### config.mk
export PLATFORM = sky130hd
export DESIGN_NAME = stream_trace_buffer
export DESIGN_NICKNAME = d
export VERILOG_FILES = /design/src/rtl/stream_trace_buffer.sv
export SDC_FILE = /design/constraint.sdc
export NUM_CORES = 1
export LEC_CHECK = 0
export CAP_MARGIN = 20
export CORE_ASPECT_RATIO = 1.75
export CORE_MARGIN = 2
export CORE_UTILIZATION = 30
export DETAILED_ROUTE_END_ITERATION = 7
export GPL_ROUTABILITY_DRIVEN = 0
export GPL_TIMING_DRIVEN = 0
export PLACE_DENSITY_LB_ADDON = 0.15
export SYNTH_ARGS = -nofsm -noshare
export SYNTH_HDL_FRONTEND = slang
export SYNTH_SLANG_ARGS = --single-unit
### constraint.sdc
create_clock -name CLK_I -period 6.73 [get_ports CLK_I]
set_input_delay 1.346 -clock CLK_I [delete_from_list [all_inputs] [get_ports CLK_I]]
set_output_delay 1.346 -clock CLK_I [all_outputs]
set_load 0.03 [all_outputs]
### src/rtl/stream_trace_buffer.sv
// Trace capture / stream serializer sharing one circular word memory.
// Stream mode is compiled in only when STB_STREAM_MODE_EN is defined.
module stream_trace_buffer #(
  parameter int WIDTH      = 32,
  parameter int DEPTH      = 16,
  parameter int LANES      = 8,
  parameter int DELAY_BITS = 3,
  localparam int PW        = $clog2(DEPTH)
) (
  input  logic             CLK_I,
  input  logic             RST_NI,
  input  logic             STATUS_READY_I,
  output logic             STATUS_VALID_O,
  output logic [PW:0]      STATUS_O,
  output logic             CONTROL_READY_O,
  input  logic             CONTROL_VALID_I,
  input  logic [5:0]       CONTROL_I,
  input  logic             DATA_READY_I,
  output logic             DATA_VALID_O,
  output logic [WIDTH-1:0] DATA_O,
  output logic             DATA_READY_O,
  input  logic             DATA_VALID_I,
  input  logic [WIDTH-1:0] DATA_I,
  input  logic             FPGA_TRIG_I,
  input  logic [LANES-1:0] FPGA_TRACE_I,
  output logic             FPGA_WRITE_VALID_O,
  input  logic             FPGA_READ_I,
  output logic [LANES-1:0] FPGA_STREAM_O,
  output logic             FPGA_TRIG_O
);
  localparam int LOG_LANES = $clog2(LANES);
  localparam int SW        = $clog2(WIDTH) + 1;
  localparam int PRODW     = DELAY_BITS + PW + 1;

  typedef enum logic [2:0] {IDLE, CAPTURE, POST, DONE, STREAM} state_t;

  state_t           r_state;
  logic [5:0]       r_ctrl;
  logic [WIDTH-1:0] r_mem [DEPTH];
  logic [WIDTH-1:0] r_word;
  logic [SW-1:0]    r_step;
  logic [PW-1:0]    r_wptr;
  logic [PW-1:0]    r_eventPos;
  logic [PW:0]      r_rdCnt;
  logic [PW:0]      r_fifoCnt;
  logic [PW:0]      r_remain;
  logic             r_trgEvent;
  logic             r_trigOut;
  logic             r_writeValid;
  logic             r_statusValid;
  logic             r_dataValid;

  logic [1:0]       w_nLog;
  logic [LANES-1:0] w_laneMask;
  logic [LANES-1:0] w_lanes;
  logic [SW-1:0]    w_stepsPerWord;
  logic [SW-1:0]    w_bitPos;
  logic             w_lastStep;
  logic [WIDTH-1:0] w_fill;
  logic [PRODW-1:0] w_postProd;
  logic [PW-1:0]    w_postWords;
  logic [PW:0]      w_remainInit;
  logic [PW-1:0]    w_rdAddr;
  logic [WIDTH-1:0] w_rdWord;
  logic             w_capturing;
  logic             w_memWe;
  logic [WIDTH-1:0] w_memData;
  logic             w_popStep;
  logic             w_popWord;
  logic             w_push;
  logic             w_unused;

  // Active lane count is 2^trg_num_traces, clamped to the physical lane count.
  always_comb begin
    w_nLog = r_ctrl[2:1];
    if (int'(r_ctrl[2:1]) > LOG_LANES) w_nLog = 2'(LOG_LANES);
    w_laneMask = '0;
    for (int j = 0; j < LANES; j++) w_laneMask[j] = (j < (1 << w_nLog));
  end

  assign w_stepsPerWord = SW'(WIDTH >> w_nLog);
  assign w_bitPos       = r_step << w_nLog;
  assign w_lastStep     = (r_step == w_stepsPerWord - SW'(1));
  assign w_lanes        = FPGA_TRACE_I & w_laneMask;
  assign w_fill         = r_word | (WIDTH'(w_lanes) << w_bitPos);

  assign w_postProd   = (PRODW'(r_ctrl[5:3]) + PRODW'(1)) * PRODW'(DEPTH - 1);
  assign w_postWords  = PW'(w_postProd >> DELAY_BITS);
  assign w_remainInit = (PW+1)'(w_postWords) + (PW+1)'(1) - (PW+1)'(w_lastStep);

  // Readout walks oldest-first from the write pointer; the FIFO reads from its own pointer.
  assign w_rdAddr = (r_state == DONE) ? r_wptr + r_rdCnt[PW-1:0] : r_rdCnt[PW-1:0];
  assign w_rdWord = r_mem[w_rdAddr];

  assign w_capturing = (r_state == CAPTURE) || (r_state == POST);
  assign w_memWe     = !CONTROL_VALID_I && ((w_capturing && w_lastStep) || w_push);
  assign w_memData   = w_capturing ? w_fill : DATA_I;

`ifdef STB_STREAM_MODE_EN
  logic             w_streamMode;
  logic [WIDTH-1:0] w_rdShift;

  assign w_streamMode  = (r_state == STREAM);
  assign w_popStep     = w_streamMode && FPGA_READ_I && (r_fifoCnt != '0);
  assign w_popWord     = w_popStep && w_lastStep;
  assign DATA_READY_O  = w_streamMode && ((r_fifoCnt != (PW+1)'(DEPTH)) || w_popWord);
  assign w_push        = DATA_READY_O && DATA_VALID_I;
  assign w_rdShift     = w_rdWord >> w_bitPos;
  assign FPGA_STREAM_O = w_popStep ? (w_rdShift[LANES-1:0] & w_laneMask) : '0;
  assign w_unused      = ^{STATUS_READY_I, r_ctrl[0], w_rdShift[WIDTH-1:LANES]};
`else
  assign w_popStep     = 1'b0;
  assign w_popWord     = 1'b0;
  assign w_push        = 1'b0;
  assign DATA_READY_O  = 1'b0;
  assign FPGA_STREAM_O = '0;
  assign w_unused      = ^{STATUS_READY_I, r_ctrl[0], DATA_VALID_I, FPGA_READ_I};
`endif

  always_ff @(posedge CLK_I) begin
    if (w_memWe) r_mem[r_wptr] <= w_memData;
  end

  // A control write always wins, including over a same-cycle trigger.
  always_ff @(posedge CLK_I or negedge RST_NI) begin
    if (!RST_NI) begin
      r_state       <= IDLE;
      r_ctrl        <= '0;
      r_word        <= '0;
      r_step        <= '0;
      r_wptr        <= '0;
      r_eventPos    <= '0;
      r_rdCnt       <= '0;
      r_fifoCnt     <= '0;
      r_remain      <= '0;
      r_trgEvent    <= 1'b0;
      r_trigOut     <= 1'b0;
      r_writeValid  <= 1'b0;
      r_statusValid <= 1'b0;
      r_dataValid   <= 1'b0;
    end else begin
      r_trigOut <= 1'b0;
      if (CONTROL_VALID_I) begin
        r_ctrl        <= CONTROL_I;
        r_word        <= '0;
        r_step        <= '0;
        r_wptr        <= '0;
        r_eventPos    <= '0;
        r_rdCnt       <= '0;
        r_fifoCnt     <= '0;
        r_remain      <= '0;
        r_trgEvent    <= 1'b0;
        r_statusValid <= 1'b0;
        r_dataValid   <= 1'b0;
`ifdef STB_STREAM_MODE_EN
        r_state      <= CONTROL_I[0] ? STREAM : CAPTURE;
        r_writeValid <= !CONTROL_I[0];
`else
        r_state      <= CAPTURE;
        r_writeValid <= 1'b1;
`endif
      end else begin
        unique case (r_state)
          CAPTURE, POST: begin
            if (w_lastStep) begin
              r_word <= '0;
              r_step <= '0;
              r_wptr <= r_wptr + PW'(1);
            end else begin
              r_word <= w_fill;
              r_step <= r_step + SW'(1);
            end
            if (r_state == CAPTURE) begin
              if (FPGA_TRIG_I) begin
                r_trgEvent <= 1'b1;
                r_eventPos <= r_wptr;
                r_trigOut  <= 1'b1;
                r_remain   <= w_remainInit;
                if (w_remainInit == '0) begin
                  r_state       <= DONE;
                  r_writeValid  <= 1'b0;
                  r_statusValid <= 1'b1;
                  r_dataValid   <= 1'b1;
                end else begin
                  r_state <= POST;
                end
              end
            end else if (w_lastStep) begin
              if (r_remain == (PW+1)'(1)) begin
                r_state       <= DONE;
                r_writeValid  <= 1'b0;
                r_statusValid <= 1'b1;
                r_dataValid   <= 1'b1;
              end
              r_remain <= r_remain - (PW+1)'(1);
            end
          end
          DONE: begin
            if (DATA_READY_I && r_dataValid) begin
              r_rdCnt <= r_rdCnt + (PW+1)'(1);
              if (r_rdCnt == (PW+1)'(DEPTH - 1)) r_dataValid <= 1'b0;
            end
          end
          STREAM: begin
            if (w_popStep) begin
              if (w_lastStep) begin
                r_step  <= '0;
                r_rdCnt <= r_rdCnt + (PW+1)'(1);
              end else begin
                r_step <= r_step + SW'(1);
              end
            end
            if (w_push) r_wptr <= r_wptr + PW'(1);
            if (w_push && !w_popWord) r_fifoCnt <= r_fifoCnt + (PW+1)'(1);
            else if (!w_push && w_popWord) r_fifoCnt <= r_fifoCnt - (PW+1)'(1);
          end
          default: ;
        endcase
      end
    end
  end

  assign CONTROL_READY_O    = 1'b1;
  assign STATUS_VALID_O     = r_statusValid;
  assign STATUS_O           = {r_eventPos, r_trgEvent};
  assign DATA_VALID_O       = r_dataValid;
  assign DATA_O             = r_dataValid ? w_rdWord : '0;
  assign FPGA_WRITE_VALID_O = r_writeValid;
  assign FPGA_TRIG_O        = r_trigOut;

endmodule

### Word level (Yosys, flattened, before mapping)

Memory sizes are Yosys's and may differ from the RTL's.
Index checks and enable logic that the tools add are counted.

| storage, ports and cells | value |
|---|---|
| logic and storage cells | 134 |
| register bits after elaboration | 70 |
| memories | 1 |
| latch bits | 0 |
| memory bits (writable) | 512 |
| input port bits | 54 |
| output and inout bits | 51 |
| ROM bits | 0 |

Memories:

| name | depth | bits a word | read ports | clocked after memory_dff | write ports | line | RTL |
|---|---|---|---|---|---|---|---|
| r_mem | 16 | 32 | 1 | 0 | 1 | 39 | `logic [WIDTH-1:0] r_mem [DEPTH];` |

| operators by class | value |
|---|---|
| shifts and indexed selects | 4 |
| reductions and logical operators | 23 |
| add/sub/neg operators | 9 |
| bitwise logic cells | 2 |
| order comparisons | 8 |
| div/mod/pow operators | 0 |
| multiplexer cells | 59 |
| $mul | 1 |
| eq/ne operators | 14 |

Operators with widths:

| kind | count |
|---|---|
| $mux W32 | 5 |
| $lt A4 B32 Y1 const A | 4 |
| $lt A3 B32 Y1 const A | 2 |
| $mux W5 | 8 |
| $lt A1 B32 Y1 const A | 1 |
| $lt A2 B32 Y1 const A | 1 |
| $mux W4 | 8 |
| $or A32 B32 Y32 | 1 |
| $shl A1 B2 Y32 const A | 1 |
| $shl A8 B6 Y32 | 1 |
| $mux W1 | 28 |
| $mux W3 | 6 |
| $mux W6 | 3 |
| $ne A4 B4 Y1 const B | 4 |
| $reduce_bool A2 Y1 | 6 |
| $ne A3 B2 Y1 const B | 3 |
| $reduce_bool A3 Y1 | 3 |
| $and A8 B8 Y8 | 1 |
| $mul A4 B4 Y7 const B | 1 |
| $reduce_and A7 Y1 | 1 |
| $add A6 B1 Y6 const B | 1 |
| $eq A3 B2 Y1 const B | 2 |
| $eq A6 B6 Y1 | 1 |
| $reduce_and A3 Y1 | 2 |
| other kinds (23) | 26 |

### Logic depth before layout (Yosys ltp)

Gate-level depths: netlist of run 1.

| logic depth | value |
|---|---|
| word-level depth | 10 |
| depth in mapped cells | 18 |
| depth with buffers taken out | 17 |

### Worst setup path before layout of run 1

OpenSTA, ideal clock, no wires.

| timing | value |
|---|---|
| path type | flip-flop to flip-flop |
| start | reg r_ctrl[1] |
| end | mem r_mem[0][0], enable pin |
| library setup time | 0.461 ns |
| required time | 6.269 ns |
| clock period less this slack | 4.984 ns |
| arrival time | 4.523 ns |
| stages on the path, launching flop included | 13 |
| setup slack | 1.746 ns |
| path through | dfrtp_1 -> buf_4 -> buf_6 -> buf_2 -> nand2b_1 -> ha_1 -> xor2_1 -> nand4_2 -> or2_1 -> buf_2 -> nor3_2 -> nand2_1 -> nor3_1 |

| on the way | value |
|---|---|
| cells in the longest elaborated chain, start to end | 7 |

Ends and longest elaborated chain:

| item | line | RTL |
|---|---|---|
| start: declaration | 38 | `logic [5:0] r_ctrl;` |
| start signal: assignment | 128 | `r_ctrl <= '0;` |
| start signal: assignment | 144 | `r_ctrl <= CONTROL_I;` |
| $shr A6 B2 Y6 | 81 | `assign w_stepsPerWord = SW'(WIDTH >> w_nLog);` |
| $sub A6 B1 Y6 | 83 | `assign w_lastStep = (r_step == w_stepsPerWord - SW'(1));` |
| $eq A6 B6 Y1 | 83 |  |
| $logic_and A1 B1 Y1 (2 in a row) | 96 | `assign w_memWe = !CONTROL_VALID_I && ((w_capturing && w_lastStep) \|\| w_push);` |
| $mux W1 | 121 | `if (w_memWe) r_mem[r_wptr] <= w_memData;` |
| $mux W1 (not written as such) | 121 |  |
| end: declaration | 39 |  |

Every way passes these cells.

### Worst setup path after layout of run 1

| timing | value |
|---|---|
| start | reg r_wptr[0] |
| end | out DATA_O[21] |

| on the way | value |
|---|---|
| cells in the longest elaborated chain, start to end | 4 |

Ends and longest elaborated chain:

| item | line | RTL |
|---|---|---|
| start: declaration | 42 | `logic [PW-1:0] r_wptr;` |
| start signal: assignment | 168 | `r_wptr <= r_wptr + PW'(1);` |
| start signal: assignment | 213 | `if (w_push) r_wptr <= r_wptr + PW'(1);` |
| $add A4 B4 Y4 | 92 | `assign w_rdAddr = (r_state == DONE) ? r_wptr + r_rdCnt[PW-1:0] : r_rdCnt[PW-1:0];` |
| $mux W4 | 92 |  |
| $mem_v2 Z16 W32 | -- |  |
| $mux W32 | 227 | `assign DATA_O = r_dataValid ? w_rdWord : '0;` |
| end: declaration | 20 | `output logic [WIDTH-1:0] DATA_O,` |

Every way passes these cells.

==> impl_metrics.json, run 1 <==
{
  "arrival_ps": 5230,
  "synth.top_cell.area_share_pct": 61.2,
  "first_iter_violations": 921,
  "worst_pin_slew_ps": 1180,
  "synth_seq_area_share_pct": 67.9,
  "power_leakage_nw": 10.6,
  "io_pins": 105,
  "ys_top_cells_by_count": "nand2_1, edfxtp_1, nand3_1",
  "place_area_sq_um": 28200,
  "critPathMaxStageDelay_ps": 760,
  "diodes": 0,
  "ys_top_cells_by_area": "edfxtp_1, nand2_1, dfrtp_1",
  "fmax_ghz": 0.152,
  "r2r_cells": 14,
  "cts_buffers": 54,
  "cpLargestDelayFamily": "buffers and inverters",
  "port_buffers": 90,
  "drc": 0,
  "max_slew_margin_pct": 21.7,
  "cts_tree": "yes",
  "p_clk_share_pct": 27.2,
  "crit_type": "reg2out",
  "whs_path_depth": 2,
  "end_kind": "primary output",
  "ys_warn_count": 0,
  "yosys_register_bits": 580,
  "htree_levels": 2,
  "grt_antenna_before_repair": 1,
  "hold_viol_final": 0,
  "drtAntennaViolNets": 0,
  "vias": 17100,
  "hpwl_microns": 60400,
  "post_drt_wl_per_cell_microns": 24.1,
  "die_w_microns": 223,
  "critPathLaunchType": "flip-flop",
  "post_cts_buffers": 0,
  "p_int_mw": 7.40,
  "synthArstFlopShare_pct": 11.7,
  "die_y_microns": 387,
  "cts.clk_slew.worst_paths_ps": 60,
  "r2r_end": "r_mem[3][6]",
  "rr_startpoint": "r_ctrl[1]",
  "ys.flop_type": "edfxtp_1",
  "hold_path_class": "reg2reg",
  "grt_pass1_vias": 17600,
  "syn-instance-count": 2051,
  "r2r_setup_slack_ps": 2340,
  "p_per_area_nw_per_um2": 384,
  "syn_area_sq_um": 25100,
  "grt_max_degree": 64,
  "clock_latency_ps": 620,
  "final.min_clock_period_ps": 6580,
  "whs_endpoint": "r_word[20]",
  "pwr-share-seq_pct": 40.4,
  "status": "finished clean",
  "power.total_mw": 11.5,
  "pwr-share-comb_pct": 32.5,
  "skew_ps": 24.0,
  "cts_buffer_depth": 3,
  "fin_area_sq_um": 30000,
  "core_sq_um": 83000,
  "rsz0062_at_grt": "false",
  "slowest_stage": "clkdlybuf4s50_1",
  "yosys.cell_count.top_type": "nand2_1",
  "root_buffer": "clkbuf_16",
  "synth.distinct_cells": 75,
  "area_growth_pct": 19.2,
  "avgSynthCellArea_sq_um": 12.3,
  "synth_edf_count": 512,
  "grt_pass1_wl_microns": 118000,
  "grtUsageTotal_pct": 18.5,
  "dieArea_sq_um": 86200,
  "setup_violations": 0,
  "first_pass_iters": 5,
  "fin_crit_sh_pct": 97.8,
  "start_util_pct": 30.3,
  "power.switching_mw": 4.12,
  "switching_share_pct": 35.8,
  "cp_num_buf_inv": 4,
  "row_count": 140,
  "drive_gt1_share_pct": 9.61,
  "clock_sink_count": 580,
  "vias_per_cell": 5.07,
  "synth_top_area_cell": "edfxtp_1",
  "cap_violations": 0,
  "path_cells": "ha_1 -> inv_1 -> fa_1 -> xnor2_1 -> mux2i_2 -> clkbuf_1 -> clkbuf_1 -> a31oi_1 -> o22ai_1 -> clkdlybuf4s50_1",
  "vdd_drop_max_uv": 188,
  "cpMostUsedCell": "clkbuf_1",
  "grt_remaining_overflow": 0,
  "hp-start": "r_word[20]",
  "path_max_fanout": 10,
  "totalWireLength_microns": 81200,
  "required_ps": 5380,
  "slew_violations": 0,
  "fin_nets": 2347
}
## worst reg2reg max path: cells and delay by family, from the launching register on
family | cells | cell delay (ps)
buffers and inverters | 6 | 1130
XOR/XNOR | 1 | 180
flip-flops | 1 | 360
adder cells (fa/ha/maj) | 1 | 330
AND/OR/NAND/NOR | 6 | 2090
## state kept, by name, summed over array words and instances, names as in the netlist
register and count:
r_mem 512, r_word 32, r_step 6, r_ctrl 5, r_rdCnt 5, r_remain 5
r_eventPos 4, r_wptr 4, r_state 2, DATA_VALID_O 1, FPGA_TRIG_O 1, FPGA_WRITE_VALID_O 1
STATUS_VALID_O 1, r_trgEvent 1
## cells in the final DEF (no fill, tap or decap), types with 26 or more instances in the layout
cell	Yosys	final
nand2_1	517	517
edfxtp_1	512	512
nand3_1	134	134
clkbuf_1	99	112
clkdlybuf4s50_1	0	89
dfrtp_1	68	68
and3_1	68	68
a311oi_1	65	65
a31oi_1	65	65
clkbuf_16	0	54
nor2_1	57	45
inv_1	35	35
a211oi_1	35	35
o22ai_1	35	35
buf_4	13	31
ha_1	31	31
o21ai_0	52	30
mux2i_1	32	29
buf_2	26	26
a21oi_1	26	26
## per-layer routing
| layer | GRT usage [%] | wire (microns) |
|---|---|---|
| met4 | 6.76 | 2900 |
| met5 | 0 | 13 |
| met2 | 37.5 | 46300 |
| met3 | 2.07 | 2810 |
| met1 | 19.1 | 29200 |
## metrics by stage
stage	utilization [%]	TNS, ps	std cells	hold WS, ps	setup WS, ps
after detailed placement	34.0	0	3264	466	227
after global routing	36.1	0	3365	502	31.7
final	36.1	0	3365	476	150
after CTS	36.1	0	3363	481	83.8
after floorplan	-	0	2059	448	1750
after global placement	33.0	-131850	3214	460	-1140
## power by group through the flow
stage	Sequential, mW	Combinational (mW)	Clock (mW)
after global placement	4.77	3.50	0
final	4.65	3.74	3.13
after CTS	4.65	3.79	3.19
after detailed placement	4.73	3.78	0
after floorplan	4.74	2.04	0
after global routing	4.65	4.05	3.31
## timing repair
item / 4_1_cts / 5_1_grt
endpoints found under the hold margin: 0 / 0
pin swaps: 0 / 0
resized for setup: 3 / 5
hold buffers: 0 / 0
setup endpoints to repair: 23 / 1
## worst max path at each step
stage | start | endpoint | slack, ps | cells past startpoint
CTS | r_wptr[0] | DATA_O[21] | 80 | 10
floorplan | r_ctrl[1] | r_mem[0][0] | 1750 | 12
global placement | r_ctrl[1] | r_mem[3][5] | -1140 | 12
detailed placement | r_wptr[0] | DATA_O[30] | 230 | 11
global route | r_wptr[0] | DATA_O[31] | 30 | 12
finish | r_wptr[0] | DATA_O[21] | 150 | 10
## final cells by class
cell class	instances	area (sq um)
Buffer	151	676
Clock buffer	72	1420
Clock inverter	27	317
Fill cell	8137	53100
Inverter	36	135
Multi-Input combinational cell	1292	7430
Sequential cell	580	17100
Tap cell	1065	1330
Timing Repair Buffer	142	1570
## kinds of logic (layout without fill, tap and decap cells)
group | Yosys count | after routing | synth area share [%]
compound gates | 330 | 330 | 9.21
xor+xnor | 21 | 21 | 0.806
fa+ha+maj | 36 | 36 | 1.94
buf+inv | 187 | 428 | 3.21
flops | 580 | 580 | 67.9
mux | 42 | 42 | 1.81
other cells | 2 | 10 | 0.0299
simple gates | 853 | 853 | 15.0
Note: power is estimated with default switching activity, not from simulation.
==> run 2: changes to the inputs <==
- CORE_UTILIZATION: 30 -> 47
- PLACE_DENSITY: unset -> 0.65
- PLACE_DENSITY_LB_ADDON: 0.15 -> unset
- TNS_END_PERCENT: unset -> 10
==> run 2 against run 1 <==
Against the previous run: clock power hardly changed; cell area is 1.5% lower; sequential power hardly changed; maximum frequency is 0.79% lower; critical path type unchanged; critical endpoint is now DATA_O[30].
==> impl_metrics.json, run 2 (synthesis results as in run 1) <==
{
  "status": "finished clean",
  "pwr-share-comb_pct": 31.6,
  "grt_pass1_vias": 18300,
  "first_pass_iters": 7,
  "vias": 17800,
  "path_max_fanout": 10,
  "cpMostUsedCell": "clkbuf_1",
  "cts.clk_slew.worst_paths_ps": 70,
  "root_buffer": "clkbuf_16",
  "skew_ps": 20.3,
  "start_util_pct": 47.3,
  "final.min_clock_period_ps": 6630,
  "hpwl_microns": 53400,
  "place_area_sq_um": 27700,
  "critPathLaunchType": "flip-flop",
  "critPathMaxStageDelay_ps": 760,
  "required_ps": 5380,
  "slew_violations": 0,
  "seq_area_sq_um": 17100,
  "clock_latency_ps": 580,
  "worst_pin_slew_ps": 1140,
  "core_sq_um": 53100,
  "power.switching_mw": 3.91,
  "fin_nets": 2340,
  "pwr-share-seq_pct": 40.8,
  "vdd_drop_max_uv": 274,
  "hold_viol_final": 0,
  "cts_buffers": 48,
  "diodes": 0,
  "rr_startpoint": "r_ctrl[3]",
  "post-place-ws_ps": 899,
  "r2r_end": "FPGA_WRITE_VALID_O",
  "drtAntennaViolNets": 0,
  "crit_type": "reg2out",
  "row_count": 112,
  "end_kind": "primary output",
  "drc": 0,
  "grt_remaining_overflow": 0,
  "io_pins": 105,
  "fmax_ghz": 0.151,
  "p_int_mw": 7.47,
  "reg.largest.list": "r_mem: 512 flops, r_word: 32 flops, r_step: 6 flops",
  "switching_share_pct": 34.4,
  "layout_commonest_cell": "nand2_1",
  "regMostFlops": "r_mem",
  "arrival_ps": 5290,
  "cts_buffer_depth": 3,
  "setup_violations": 0,
  "largest_register_ffs": 512,
  "power_leakage_nw": 10.6,
  "hp-start": "r_word[15]",
  "htree_levels": 2,
  "p_per_area_nw_per_um2": 386,
  "r2r_setup_slack_ps": 2380,
  "vias_per_cell": 5.97,
  "post_drt_wl_per_cell_microns": 24.9,
  "whs_endpoint": "r_word[15]",
  "port_buffers": 90,
  "whs_path_depth": 2,
  "grt_antenna_before_repair": 0,
  "clock_sink_count": 580,
  "grt_pass1_wl_microns": 110000,
  "fin_area_sq_um": 29500,
  "die_w_microns": 179,
  "rsz0062_at_grt": "false",
  "cts_resized": 0,
  "multiInputGateArea_sq_um": 7420,
  "area_growth_pct": 17.3,
  "cap_violations": 0,
  "totalWireLength_microns": 74000,
  "cts_tree": "yes",
  "final_cell_mix": "nand2_1, edfxtp_1, nand3_1, clkbuf_1, clkdlybuf4s50_1",
  "postCtsHoldBufs": 0,
  "r2r_cells": 15,
  "grt_max_degree": 52,
  "post_cts_buffers": 0,
  "first_iter_violations": 1562,
  "layout_setup_ws_ps": 98.1,
  "p_clk_share_pct": 27.6,
  "max_slew_margin_pct": 24.1,
  "die_y_microns": 310,
  "slowest_stage": "clkbuf_1",
  "grtUsageTotal_pct": 27.1,
  "path_cells": "ha_1 -> inv_1 -> fa_1 -> xnor2_1 -> mux2i_1 -> buf_4 -> clkbuf_1 -> clkbuf_1 -> a311oi_1 -> a31oi_1 -> o22ai_1 -> clkdlybuf4s50_1",
  "fill_cells": 4279,
  "hold_path_class": "reg2reg",
  "drive_gt1_share_pct": 9.48,
  "fin_crit_sh_pct": 98.5,
  "dieArea_sq_um": 55400
}
[run 2: worst max-delay path by stage]
stage	end	from	slack, ps	depth (start not counted)
global route	DATA_O[4]	r_wptr[0]	80	12
floorplan	r_mem[0][0]	r_ctrl[1]	1750	12
detailed placement	DATA_O[30]	r_wptr[0]	900	12
global placement	r_mem[1][13]	r_ctrl[1]	-790	12
CTS	DATA_O[30]	r_wptr[0]	240	12
finish	DATA_O[30]	r_wptr[0]	100	12
[run 2: per-stage QoR]
stage | setup TNS [ps] | hold slack (ps) | power (mW) | utilization [%] | instances
detailed placement | 0 | 470 | 8.26 | 52.2 | 2883
global placement | -76910 | 459 | 8.03 | 50.7 | 2833
CTS | 0 | 486 | 11.4 | 55.5 | 2973
global route | 0 | 506 | 11.8 | 55.5 | 2974
finish | 0 | 479 | 11.4 | 55.5 | 2974
floorplan | 0 | 448 | 6.78 | - | 2059
[run 2: power by group through the flow]
| stage | registers [mW] | clock network (mW) | logic [mW] |
|---|---|---|---|
| global placement | 4.76 | 0 | 3.27 |
| detailed placement | 4.73 | 0 | 3.53 |
| global route | 4.65 | 3.28 | 3.86 |
| finish | 4.65 | 3.14 | 3.60 |
| CTS | 4.65 | 3.16 | 3.55 |
| floorplan | 4.74 | 0 | 2.04 |
[run 2: layer usage]
layer | wire length (microns) | share of wire, % | GRT usage [%]
met5 | 0 | 0 | 0
met4 | 4440 | 6.0 | 14.8
met3 | 4920 | 6.7 | 3.54
met2 | 40300 | 54 | 51.1
met1 | 24400 | 33 | 28.6
[run 2: area by class of cell]
| type | count | share of cell area (%) |
|---|---|---|
| Buffer | 151 | 2.27 |
| Clock buffer | 59 | 4.39 |
| Clock inverter | 31 | 1.61 |
| Inverter | 36 | 0.458 |
| Multi-Input combinational cell | 1292 | 25.1 |
| Sequential cell | 580 | 57.9 |
| Tap cell | 684 | 2.90 |
| Timing Repair Buffer | 141 | 5.32 |
[run 2: critical path: cells and delay by family, from the launching register on]
kind                     cells  cell delay, ps
flip-flops                   1             520
XOR/XNOR                     1             150
buffers and inverters        5            2480
multiplexers                 1             280
adder cells (fa/ha/maj)      2             610
AO/OA/AOI/OAI                3             670
==> run 3: changes to the inputs <==
- HOLD_SLACK_MARGIN: unset -> 0.06
==> results of run 3 <==
Same layout as run 2: the final DEF is identical, and so are final timing and power.
